===== src/rtl/id_issue_unit_if.sv =====
// Fetch-side and issue-side signals of the decode/issue stage.
// The slave modport is the stage itself; the master modport is the environment
// around it (the fetch unit plus the ID/EX boundary).
interface id_issue_unit_if #(
    parameter int CNT_W = 16
);
    logic             if_valid;
    logic             if_ready;
    logic [31:0]      if_inst;
    logic [15:0]      if_pc;
    logic             ex_ready;
    logic             id_valid;
    logic [2:0]       id_opcode;
    logic [4:0]       id_rd;
    logic [4:0]       id_rs1;
    logic [4:0]       id_rs2;
    logic [15:0]      id_pc;
    logic [1:0]       fwd_a;
    logic [1:0]       fwd_b;
    logic             illegal;
    logic [CNT_W-1:0] stall_cnt;

    modport master (
        output if_valid, if_inst, if_pc, ex_ready,
        input  if_ready, id_valid, id_opcode, id_rd, id_rs1, id_rs2, id_pc,
               fwd_a, fwd_b, illegal, stall_cnt
    );

    modport slave (
        input  if_valid, if_inst, if_pc, ex_ready,
        output if_ready, id_valid, id_opcode, id_rd, id_rs1, id_rs2, id_pc,
               fwd_a, fwd_b, illegal, stall_cnt
    );
endinterface


===== src/rtl/id_issue_unit.sv =====
// Decode-and-issue stage. Holds one fetched word in the decode register (D),
// issues it into the issue register (E) with forwarding selects, and remembers
// the destination of the instruction issued one advance earlier (M). With
// FWD_EN=0, read-after-write hazards against E or M stall D and insert bubbles.
module id_issue_unit #(
    parameter bit FWD_EN = 1'b1,
    parameter int CNT_W  = 16
) (
    input  logic           clk,
    input  logic           rst_n,
    id_issue_unit_if.slave bus
);
    // Decode register
    logic        d_valid;
    logic [31:0] d_inst;
    logic [15:0] d_pc;

    // Issue register
    logic        e_valid;
    logic [2:0]  e_opcode;
    logic [4:0]  e_rd;
    logic [4:0]  e_rs1;
    logic [4:0]  e_rs2;
    logic [15:0] e_pc;
    logic [1:0]  e_fwd_a;
    logic [1:0]  e_fwd_b;
    logic        e_illegal;

    // Shadow of the previously issued slot; m_prod is set only for a real producer
    logic        m_prod;
    logic [4:0]  m_rd;

    logic [CNT_W-1:0] stall_cnt;

    // Decoded view of D
    logic        d_illegal;
    logic [2:0]  d_opcode;
    logic [4:0]  d_rd;
    logic [4:0]  d_rs1;
    logic [4:0]  d_rs2;

    // Hazard and handshake terms
    logic        e_prod;
    logic        match_e_a;
    logic        match_m_a;
    logic        match_e_b;
    logic        match_m_b;
    logic        stall;
    logic        issue;
    logic        ready;
    logic        accept;
    logic [1:0]  sel_a;
    logic [1:0]  sel_b;

    // Split the decode word into fields; an illegal word becomes an all-zero NOP so it never reads or writes
    always_comb begin
        d_illegal = d_inst[31] || (d_inst[30:15] > 16'd4);
        d_opcode  = 3'd0;
        d_rd      = 5'd0;
        d_rs1     = 5'd0;
        d_rs2     = 5'd0;
        if (!d_illegal) begin
            d_opcode = d_inst[17:15];
            d_rd     = d_inst[14:10];
            d_rs1    = d_inst[9:5];
            d_rs2    = d_inst[4:0];
        end
    end

    // Compare D sources against the two older slots (E youngest) and derive stall, issue and handshake
    always_comb begin
        e_prod    = e_valid && (e_opcode != 3'd0) && (e_rd != 5'd0);
        match_e_a = (d_rs1 != 5'd0) && e_prod && (d_rs1 == e_rd);
        match_m_a = (d_rs1 != 5'd0) && m_prod && (d_rs1 == m_rd);
        match_e_b = (d_rs2 != 5'd0) && e_prod && (d_rs2 == e_rd);
        match_m_b = (d_rs2 != 5'd0) && m_prod && (d_rs2 == m_rd);
        stall     = !FWD_EN && d_valid && (match_e_a || match_m_a || match_e_b || match_m_b);
        issue     = bus.ex_ready && d_valid && !stall;
        ready     = rst_n && (!d_valid || (bus.ex_ready && !stall));
        accept    = bus.if_valid && ready;
        sel_a     = 2'd0;
        sel_b     = 2'd0;
        if (FWD_EN) begin
            if (match_e_a)      sel_a = 2'd1;
            else if (match_m_a) sel_a = 2'd2;
            if (match_e_b)      sel_b = 2'd1;
            else if (match_m_b) sel_b = 2'd2;
        end
    end

    // Decode register: refill on every accepted word, empty once its instruction issues
    always_ff @(posedge clk) begin
        if (!rst_n) begin
            d_valid <= 1'b0;
            d_inst  <= 32'd0;
            d_pc    <= 16'd0;
        end else if (accept) begin
            d_valid <= 1'b1;
            d_inst  <= bus.if_inst;
            d_pc    <= bus.if_pc;
        end else if (issue) begin
            d_valid <= 1'b0;
        end
    end

    // Issue and shadow registers: shift on advance, hold when frozen (illegal drops after its one cycle)
    always_ff @(posedge clk) begin
        if (!rst_n) begin
            e_valid   <= 1'b0;
            e_opcode  <= 3'd0;
            e_rd      <= 5'd0;
            e_rs1     <= 5'd0;
            e_rs2     <= 5'd0;
            e_pc      <= 16'd0;
            e_fwd_a   <= 2'd0;
            e_fwd_b   <= 2'd0;
            e_illegal <= 1'b0;
            m_prod    <= 1'b0;
            m_rd      <= 5'd0;
        end else if (bus.ex_ready) begin
            m_prod <= e_prod;
            m_rd   <= e_rd;
            if (issue) begin
                e_valid   <= 1'b1;
                e_opcode  <= d_opcode;
                e_rd      <= d_rd;
                e_rs1     <= d_rs1;
                e_rs2     <= d_rs2;
                e_pc      <= d_pc;
                e_fwd_a   <= sel_a;
                e_fwd_b   <= sel_b;
                e_illegal <= d_illegal;
            end else begin
                e_valid   <= 1'b0;
                e_opcode  <= 3'd0;
                e_rd      <= 5'd0;
                e_rs1     <= 5'd0;
                e_rs2     <= 5'd0;
                e_pc      <= 16'd0;
                e_fwd_a   <= 2'd0;
                e_fwd_b   <= 2'd0;
                e_illegal <= 1'b0;
            end
        end else begin
            e_illegal <= 1'b0;
        end
    end

    // Stall counter: counts advancing cycles spent stalled, sticks at all-ones
    always_ff @(posedge clk) begin
        if (!rst_n) begin
            stall_cnt <= '0;
        end else if (bus.ex_ready && stall && (stall_cnt != '1)) begin
            stall_cnt <= stall_cnt + CNT_W'(1);
        end
    end

    assign bus.if_ready  = ready;
    assign bus.id_valid  = e_valid;
    assign bus.id_opcode = e_opcode;
    assign bus.id_rd     = e_rd;
    assign bus.id_rs1    = e_rs1;
    assign bus.id_rs2    = e_rs2;
    assign bus.id_pc     = e_pc;
    assign bus.fwd_a     = e_fwd_a;
    assign bus.fwd_b     = e_fwd_b;
    assign bus.illegal   = e_illegal;
    assign bus.stall_cnt = stall_cnt;
endmodule

===== src/flat_wrapper.sv =====
// flat-port wrapper written by rule: the top's interface ports become plain ports
module id_issue_unit_flat 
#(
    parameter bit FWD_EN = 1'b1,
    parameter int CNT_W  = 16
)
  (clk, rst_n, bus_if_valid, bus_if_inst, bus_if_pc, bus_ex_ready, bus_if_ready, bus_id_valid, bus_id_opcode, bus_id_rd, bus_id_rs1, bus_id_rs2, bus_id_pc, bus_fwd_a, bus_fwd_b, bus_illegal, bus_stall_cnt);
  id_issue_unit_if #(.CNT_W(CNT_W)) bus_i ();
  input  logic clk;
  input  logic rst_n;
  input wire logic [$bits(bus_i.if_valid)-1:0] bus_if_valid;
  input wire logic [$bits(bus_i.if_inst)-1:0] bus_if_inst;
  input wire logic [$bits(bus_i.if_pc)-1:0] bus_if_pc;
  input wire logic [$bits(bus_i.ex_ready)-1:0] bus_ex_ready;
  output wire logic [$bits(bus_i.if_ready)-1:0] bus_if_ready;
  output wire logic [$bits(bus_i.id_valid)-1:0] bus_id_valid;
  output wire logic [$bits(bus_i.id_opcode)-1:0] bus_id_opcode;
  output wire logic [$bits(bus_i.id_rd)-1:0] bus_id_rd;
  output wire logic [$bits(bus_i.id_rs1)-1:0] bus_id_rs1;
  output wire logic [$bits(bus_i.id_rs2)-1:0] bus_id_rs2;
  output wire logic [$bits(bus_i.id_pc)-1:0] bus_id_pc;
  output wire logic [$bits(bus_i.fwd_a)-1:0] bus_fwd_a;
  output wire logic [$bits(bus_i.fwd_b)-1:0] bus_fwd_b;
  output wire logic [$bits(bus_i.illegal)-1:0] bus_illegal;
  output wire logic [$bits(bus_i.stall_cnt)-1:0] bus_stall_cnt;
  assign bus_i.if_valid = bus_if_valid;
  assign bus_i.if_inst = bus_if_inst;
  assign bus_i.if_pc = bus_if_pc;
  assign bus_i.ex_ready = bus_ex_ready;
  assign bus_if_ready = bus_i.if_ready;
  assign bus_id_valid = bus_i.id_valid;
  assign bus_id_opcode = bus_i.id_opcode;
  assign bus_id_rd = bus_i.id_rd;
  assign bus_id_rs1 = bus_i.id_rs1;
  assign bus_id_rs2 = bus_i.id_rs2;
  assign bus_id_pc = bus_i.id_pc;
  assign bus_fwd_a = bus_i.fwd_a;
  assign bus_fwd_b = bus_i.fwd_b;
  assign bus_illegal = bus_i.illegal;
  assign bus_stall_cnt = bus_i.stall_cnt;
  id_issue_unit #(.FWD_EN(FWD_EN), .CNT_W(CNT_W)) u_core (.clk(clk), .rst_n(rst_n), .bus(bus_i));
endmodule

===== config.mk =====
export PLATFORM = sky130hd
export DESIGN_NAME = id_issue_unit_flat
export DESIGN_NICKNAME = d
export VERILOG_FILES = /design/src/rtl/id_issue_unit_if.sv /design/src/rtl/id_issue_unit.sv /design/src/flat_wrapper.sv
export SDC_FILE = /design/constraint.sdc
export NUM_CORES = 1
export LEC_CHECK = 0
export CORE_MARGIN = 2
export CORE_UTILIZATION = 52
export DETAILED_ROUTE_END_ITERATION = 16
export GPL_ROUTABILITY_DRIVEN = 0
export PLACE_DENSITY = 0.9
export SLEW_MARGIN = 25
export SYNTH_ARGS = -nofsm -noshare
export SYNTH_HDL_FRONTEND = slang
export SYNTH_SLANG_ARGS = --single-unit

===== constraint.sdc =====
create_clock -name clk -period 2.8 [get_ports clk]
set_clock_uncertainty 0.1 [all_clocks]
set_input_delay 0.28 -clock clk [delete_from_list [all_inputs] [get_ports clk]]
set_output_delay 0.28 -clock clk [all_outputs]
set_load 0.01 [all_outputs]

-- Yosys cells after proc, flatten, opt, wreduce, memory -nomap -nowiden
Index checks and enable logic that the tools add are counted.
- $lt $le $gt $ge: 1
- equality and inequality tests: 4
- multiplexer cells: 18
- reductions and logical operators: 22
- operators by type and width (cell ; number):
    $mux W5 ; 6
    $eq A5 B5 Y1 ; 4
    $gt A16 B3 Y1 const B ; 1
    $mux W16 ; 1
    $reduce_bool A5 Y1 ; 3
    $logic_and A1 B1 Y1 ; 13
    $mux W2 ; 6
    $mux W3 ; 2
    $mux W1 ; 3
    $reduce_and A3 Y1 ; 1
    $reduce_bool A3 Y1 ; 1
    $logic_or A1 B1 Y1 ; 2
    $reduce_bool A2 Y1 ; 1
    $logic_not A1 Y1 ; 1
- bits in registers: 95
- bits of input ports: 52
- output and inout port bits: 57
- logic and storage cells: 59

-- Longest topological paths before layout
Gate-level depths: netlist of the first run.
- depth in word-level cells: 9
- depth in mapped cells: 8
- mapped depth without buffers: 6

-- Worst setup path after synthesis of the first run
Ideal clock, no wire load.
- path kind: reg2reg
- from: register u_core.e_rd[2] (netlist: u_core.bus.id_rd[2])
- to: register u_core.e_fwd_a[1] (netlist: u_core.bus.fwd_a[1])
- library setup time: 0.131 ns
- arrival time: 1.562 ns
- required time: 2.569 ns
- slack: 1.007 ns
- stages on the path, launching flop included: 7
- path buffers: 1
- clock period less this slack: 1.793 ns
- path through: dfxtp_1 -> clkbuf_1 -> nor4b_1 -> a31oi_1 -> o32a_1 -> a2111oi_2 -> o31ai_1
- word-level cells in the longest chain between the ends: 6
- elaborated cells on any way between the ends: 7
- classes of those cells: eq/ne: 1; mux: 2; reduce/logical: 4
- RTL lines (element ; RTL line ; RTL):
    from (decl) ; id_issue_unit.sv:21 ; logic [4:0] e_rd;
    from (signal assigned) ; id_issue_unit.sv:126 ; e_rd <= d_rd;
    $reduce_bool A5 Y1 ; id_issue_unit.sv:72 ; e_prod = e_valid && (e_opcode != 3'd0) && (e_rd != 5'd0);
    $logic_and A1 B1 Y1 ; id_issue_unit.sv:72 ;
    $logic_and A1 B1 Y1 ; id_issue_unit.sv:73 ; match_e_a = (d_rs1 != 5'd0) && e_prod && (d_rs1 == e_rd);
    $logic_and A1 B1 Y1 (*) ; id_issue_unit.sv:73 ;
    $mux W2 (*) ; id_issue_unit.sv:84 ; if (match_e_a) sel_a = 2'd1;
    $mux W2 (*) ; id_issue_unit.sv:123 ; if (issue) begin
    to (signal assigned) ; id_issue_unit.sv:130 ; e_fwd_a <= sel_a;
    to (decl) ; id_issue_unit.sv:25 ; logic [1:0] e_fwd_a;
Every way passes the cells marked *; elsewhere a longest branch is shown, timed or not.
A chain may end at the register's enable or synchronous reset.

-- Worst setup path in the final report of the first run
- from: input bus_ex_ready
- to: output bus_if_ready
- word-level cells in the longest chain between the ends: 2
- RTL lines (element ; RTL line ; RTL):
    from (decl) ; flat_wrapper.sv:14 ; input wire logic [$bits(bus_i.ex_ready)-1:0] bus_ex_ready;
    $logic_or A1 B1 Y1 ; id_issue_unit.sv:79 ; ready = rst_n && (!d_valid || (bus.ex_ready && !stall));
    $logic_and A1 B1 Y1 ; id_issue_unit.sv:79 ;
    to (decl) ; flat_wrapper.sv:15 ; output wire logic [$bits(bus_i.if_ready)-1:0] bus_if_ready;
Every way passes these cells.

==> results.toml, run 1 <==
[finish]
syn_to_final_growth_pct = 28.5
antenna_cells = 0
design_area_mm2 = 0.00508
nets = 588
regArea_mm2 = 0.00190
nFillCells = 599
layout-drive-gt1-share = 0.0628
multi_input_area_mm2 = 0.00182

[pwr]
power.density_mw_per_mm2 = 561
p_leak_nw = 1.86
pwr-share-seq = 0.512
switchingPower_mw = 0.678
p_int_mw = 2.18
swShare = 0.238
combPwrFrac = 0.102
clockPowerShare = 0.386
peakVddDrop_uv = 310

[cts]
cts_tree = "built"
clock_latency_ns = 0.36
path_clk_slew_ns = 0.09
cts_buffers = 9
cts_resized = 0
clk_path_buf_depth = 2
postCtsSetupBuffers = 0
cts_root_buf = "clkbuf_8"
hold_buffers = 0
htreeDepth = 3
cts.sinks = 95

[worst_setup_path]
path_cells = "clkdlybuf4s50_1 -> buf_4 -> nand2b_1 -> and2_1 -> clkdlybuf4s50_1"
cp-start-kind = "input port"
worstPathArrival_ns = 1.90
cp_common_cell = "clkdlybuf4s50_1"
crit_fanout = 26
crit_path_end_kind = "output port"
crit_slowest_cell = "clkdlybuf4s50_1"
max_stage_delay_ns = 0.53
path_buf_inv = 3
path_class = "in2out"
critPathTopFamily = "buffers and inverters"
worstPathRequired_ns = 2.42

[routing]
wl_per_cell_um = 14.1
vias = 3350
drt_wl_total_um = 9050
drt_first_pass_iters = 4
antenna_left = 0
drtIter0Drc = 156
routed_via_density = 5.23
drc = 0

[floorplan]
fp.coreArea_mm2 = 0.00729
initial_utilization = 0.543
ios = 109
placement_rows = 31
dieWidth_um = 91.2
die_area_mm2 = 0.00832
fp.dieH_um = 91.2

[global_route]
grt.overflow.total = 0
grt_use_met3 = 0.0523
busiest_layer = "met2"
grtUsageMet2 = 0.373
antenna_found_initial = 0
grt_max_degree = 97
grt_use_met1 = 0.267
grt_pass1_vias = 3246
grt_pass1_wl_um = 15000
grtUsageTotal = 0.219

[sta]
rsz0062_at_grt = "false"
max_freq_mhz = 439
tightest_slew_ns = 0.721
max_slew_margin = 0.519
finalSetupTns_ns = 0
period_minus_slack_ns = 2.28
finalSetupViolCount = 0
slew_viol_final = 0
post-route-period-util = 0.813
hold_viol = 0

[logic_synthesis]
synthCells = 466
seq_area_frac_synth = 0.481
synthArstFlopShare = 0
ys_types = 45
synth_edf_count = 0
netlist_area_mm2 = 0.00396
ys_warn_count = 0
ys.flop_type = "dfxtp_1"
synth_seq_cells = 95
syn_avg_cell_area_um2 = 8.49

[worst_hold_path]
holdCritPathClass = "in2reg"

[outcome]
status = "completed"

[placement]
placed_area_mm2 = 0.00483
hpwl_um = 6390
port_buffers = 92

[flow_run]
cap_violations = 0
[logic make-up (layout without fill, tap and decap cells)]
family / after synthesis / after routing / synth area share
AOI/OAI and AO/OA: 108 / 108 / 0.171
xor gates and xnor gates: 11 / 11 / 0.0244
buffers and inverters: 59 / 119 / 0.0743
DFF: 95 / 95 / 0.481
muxes: 6 / 6 / 0.0152
other: 1 / 16 / 0.000948
and+or+nand+nor: 186 / 186 / 0.233
[placed cells by master, fill, tap and decap left out, drive strengths merged, types with 7 or more instances in the layout]
master	n
xnor2	9
a21oi	17
dfxtp	95
o21ai	54
conb	16
a22o	19
inv	7
nor2	10
nand2	106
clkbuf	10
clkdlybuf4s50	91
nand3	10
nor2b	35
[cells in the mapped netlist, types with 3 or more instances]
cell type    n  area share
nand2_1    104       0.099
dfxtp_1     95        0.48
o21ai_0     52       0.066
nor2b_1     35       0.055
clkbuf_1    33       0.031
a22o_1      19       0.042
a21oi_1     17       0.022
buf_4       17       0.032
nand3_1      9       0.011
xnor2_1      9       0.020
nor2_1       8      0.0076
inv_1        6      0.0057
mux2i_1      6       0.015
nand2b_1     4      0.0063
o31ai_1      4      0.0076
a21boi_0     3      0.0057
and3_1       3      0.0047
nor3_1       3      0.0038
nor4_1       3      0.0047
o32a_1       3      0.0076
[power by group through the flow]
stage	logic, mW	clock network, mW	registers (mW)
after CTS	0.290	1.11	1.46
after global routing	0.320	1.18	1.47
final	0.290	1.10	1.46
after global placement	0.280	0	1.49
after detailed placement	0.288	0	1.49
after floorplan	0.194	0	1.47
[routing by layer]
metal  wire (um)  up-vias
li1            -     1672
met1        3790     1522
met2        4420      133
met3         643       23
met4         204        0
met5           0        -
[final timing paths]
path | from | end | slack [ns] | cells after the start
worst max-delay path | bus_ex_ready | bus_if_ready | 0.52 | 5
worst min register to register | u_core.d_pc[6]$_SDFFE_PN0P_ | u_core.d_pc[6]$_SDFFE_PN0P_ | 0.36 | 2
worst min-delay path | rst_n | u_core.bus.id_valid$_SDFFE_PN0P_ | 0.14 | 3
worst max register to register | u_core.d_inst[28]$_SDFFE_PN0P_ | u_core.bus.fwd_a[1]$_SDFFE_PN0P_ | 0.65 | 6
[cell type report]
| class | count | area share |
|---|---|---|
| flip-flops and latches | 95 | 0.374 |
| multi-input cells | 327 | 0.358 |
| repair buffers | 97 | 0.190 |
| clock buffers | 10 | 0.0271 |
| well taps | 99 | 0.0244 |
| clock inverters | 6 | 0.0226 |
| inverters | 6 | 0.00443 |
[worst register-to-register path, delay by kind of cell, from the launching register on]
family	cells	cell delay, ns
AOI/OAI and AO/OA	2	0.65
DFF	1	0.34
and+or+nand+nor	4	0.93
[sequential cells by signal, summed over array words and instances, names as in the netlist]
register	count
u_core.bus.id_opcode	3
u_core.bus.id_rs2	5
u_core.bus.fwd_a	2
u_core.d_pc	16
u_core.bus.id_rs1	5
u_core.bus.id_valid	1
u_core.bus.illegal	1
u_core.d_inst	32
u_core.bus.fwd_b	2
u_core.m_prod	1
u_core.bus.id_rd	5
u_core.bus.id_pc	16
u_core.m_rd	5
u_core.d_valid	1
[metrics by stage]
step / utilization / hold WS, ns / setup slack [ns] / power [mW] / cells
2_1_floorplan: - / 0.289 / 1.01 / 1.67 / 481
3_3_place_gp: 0.663 / 0.344 / 0.536 / 1.77 / 624
3_5_place_dp: 0.663 / 0.350 / 0.503 / 1.78 / 624
4_1_cts: 0.697 / 0.117 / 0.497 / 2.86 / 640
5_1_grt: 0.697 / 0.151 / 0.418 / 2.97 / 640
6_report: 0.697 / 0.139 / 0.524 / 2.85 / 640
(Power assumes the default switching activity.)
==> run 2: changes to the inputs <==
--- a/config.mk
+++ b/config.mk
@@ -6,10 +6,10 @@
 export NUM_CORES = 1
 export LEC_CHECK = 0
 export CORE_MARGIN = 2
-export CORE_UTILIZATION = 52
+export CORE_UTILIZATION = 43
 export DETAILED_ROUTE_END_ITERATION = 16
 export GPL_ROUTABILITY_DRIVEN = 0
-export PLACE_DENSITY = 0.9
+export PLACE_DENSITY = 0.8
 export SLEW_MARGIN = 25
 export SYNTH_ARGS = -nofsm -noshare
 export SYNTH_HDL_FRONTEND = slang
==> constraint.sdc (replaced) <==
create_clock -name clk -period 1.86 [get_ports clk]
set_clock_uncertainty 0.1 [all_clocks]
set_input_delay 0.186 -clock clk [delete_from_list [all_inputs] [get_ports clk]]
set_output_delay 0.186 -clock clk [all_outputs]
set_load 0.01 [all_outputs]
==> run 2 against run 1 <==
The flow now finishes with violations (setup timing). First-iteration DRC count fell by 3.8%. Total power rose by 48%. Clock-buffer cell count did not move. Routed wire length rose by 8.4%. Sequential power rose by 50%. Die area rose by 20%. Register-to-register slack got worse by 0.67 ns. Critical endpoint is now u_core.bus.fwd_b[1]$_SDFFE_PN0P_. Flip-flop and latch count did not move.
==> results.toml, run 2 (synthesized netlist as in run 1, its figures left out) <==
[worst_setup_path]
crit_slowest_cell = "or4_4"
crit_path_end_kind = "register"
cp-start-kind = "register"
crit_fanout = 5
max_stage_delay_ns = 0.56
worstPathRequired_ns = 2.06
worstPathArrival_ns = 2.08
path_cells = "nor2_1 -> nand3_4 -> or4_4 -> a221oi_2 -> nand4_1 -> o21ai_1"
path_class = "reg2reg"

[pwr]
p_int_mw = 3.16
power.density_mw_per_mm2 = 783
peakVddDrop_uv = 442
combPwrFrac = 0.129
clockPowerShare = 0.353
pwr-share-seq = 0.519
p_leak_nw = 1.99
switchingPower_mw = 1.05
swShare = 0.250
finalPower_mw = 4.22

[finish]
fin_util = 0.594
syn_to_final_growth_pct = 36.1
layout-drive-gt1-share = 0.120
nets = 614
largest_reg_flops = 32
final_cell_mix = "104 x nand2_1, 93 x dfxtp_1, 90 x clkdlybuf4s50_1"
design_area_mm2 = 0.00539
stdcell_count = 678
regMostFlops = "u_core.d_inst"
nFillCells = 806
antenna_cells = 0
layout_commonest_cell = "nand2_1"

[placement]
placed_area_mm2 = 0.00507
port_buffers = 92
dp.cells = 661
hpwl_um = 6890

[floorplan]
fp.dieH_um = 99.9
die_area_mm2 = 0.00998
initial_utilization = 0.436
ios = 109
placement_rows = 35
dieWidth_um = 99.9
fp.coreArea_mm2 = 0.00906

[sta]
post-route-period-util = 1.01
hold_viol = 0
period_minus_slack_ns = 1.88
finalSetupTns_ns = -0.0367
slew_viol_final = 0
setup_slack_ns = -0.0199
max_freq_mhz = 532
finalSetupViolCount = 2
max_slew_margin = 0.672
tightest_slew_ns = 0.488
rsz0062_at_grt = "true"

[routing]
wl_per_cell_um = 14.5
drt_wl_total_um = 9810
drt_first_pass_iters = 4
vias = 3498
drtIter0Drc = 150
drc = 0
antenna_left = 0
routed_via_density = 5.16

[cts]
path_clk_slew_ns = 0.09
cts_root_buf = "clkbuf_8"
clk_path_buf_depth = 2
cts_buffers = 9
cts.sinks = 95
cts_tree = "built"
htreeDepth = 3
clock_latency_ns = 0.36

[worst_hold_path]
holdCritPathClass = "in2reg"

[flow_run]
cap_violations = 0

[global_route]
antenna_found_initial = 0
grt_pass1_vias = 3286
grtUsageTotal = 0.196
grt_pass1_wl_um = 15700
grt.overflow.total = 0
grt_max_degree = 44

[outcome]
violations = "setup timing"
status = "complete, but fails checks"
run 2: cell count changes in the layout (fill, tap and decap cells not counted), sizes merged:
cell	before	now
bufinv	3	2
buf	6	32
clkinv	1	0
clkinvlp	1	2
inv	7	8
clkdlybuf4s50	91	90
dlygate4sd2	0	1
run 2: cell type report:
| type | instances | area, um2 | share of cell area |
|---|---|---|---|
| clock buffers | 10 | 128 | 0.0237 |
| inverters | 6 | 22.5 | 0.00418 |
| well taps | 111 | 139 | 0.0258 |
| flip-flops and latches | 95 | 1900 | 0.354 |
| multi-input cells | 327 | 1900 | 0.352 |
| clock inverters | 6 | 92.6 | 0.0172 |
| repair buffers | 123 | 1200 | 0.223 |
run 2: stage by stage:
step                hold WS [ns]  worst slack [ns]
floorplan                  0.195            0.0669
global placement           0.344            -0.154
detailed placement         0.351            -0.179
CTS                        0.133           -0.0689
global route               0.168            -0.138
finish                     0.163           -0.0199
run 2: what timing repair did:
item / CTS / global route
buffers inserted: 0 / 1
hold endpoints to repair: 0 / 0
gates resized for setup: 2 / 15
hold buffers: 0 / 0
endpoints found under the setup margin: 4 / 4
pin swaps: 1 / 8
run 2: power by group through the flow:
stage,Sequential [mW],Combinational (mW),Clock (mW)
5_1_grt,2.20,0.597,1.62
4_1_cts,2.18,0.502,1.52
2_1_floorplan,2.21,0.293,0
3_3_place_gp,2.23,0.489,0
3_5_place_dp,2.23,0.500,0
6_report,2.19,0.543,1.49
run 2: final timing paths:
check / startpoint / endpoint / slack, ns / cells after the start
max reg2reg: u_core.d_inst[21]$_SDFFE_PN0P_ / u_core.bus.fwd_b[1]$_SDFFE_PN0P_ / -0.02 / 6
min reg2reg: u_core.d_pc[2]$_SDFFE_PN0P_ / u_core.d_pc[2]$_SDFFE_PN0P_ / 0.36 / 2
min: rst_n / u_core.bus.id_valid$_SDFFE_PN0P_ / 0.16 / 4
max: u_core.d_inst[21]$_SDFFE_PN0P_ / u_core.bus.fwd_b[1]$_SDFFE_PN0P_ / -0.02 / 6
run 2: routing by layer:
metal | GRT usage | routed length [um] | vias to the layer above
met4 | 0.0379 | 122 | 0
met1 | 0.240 | 4120 | 1631
li1 | - | - | 1724
met5 | 0 | 0 | -
met3 | 0.0606 | 686 | 15
met2 | 0.341 | 4880 | 128
run 2: critical path: cells and delay by family, from the launching register on:
family	cells	cell delay, ns
simple gates	4	1.10
flops	1	0.32
compound gates	2	0.31
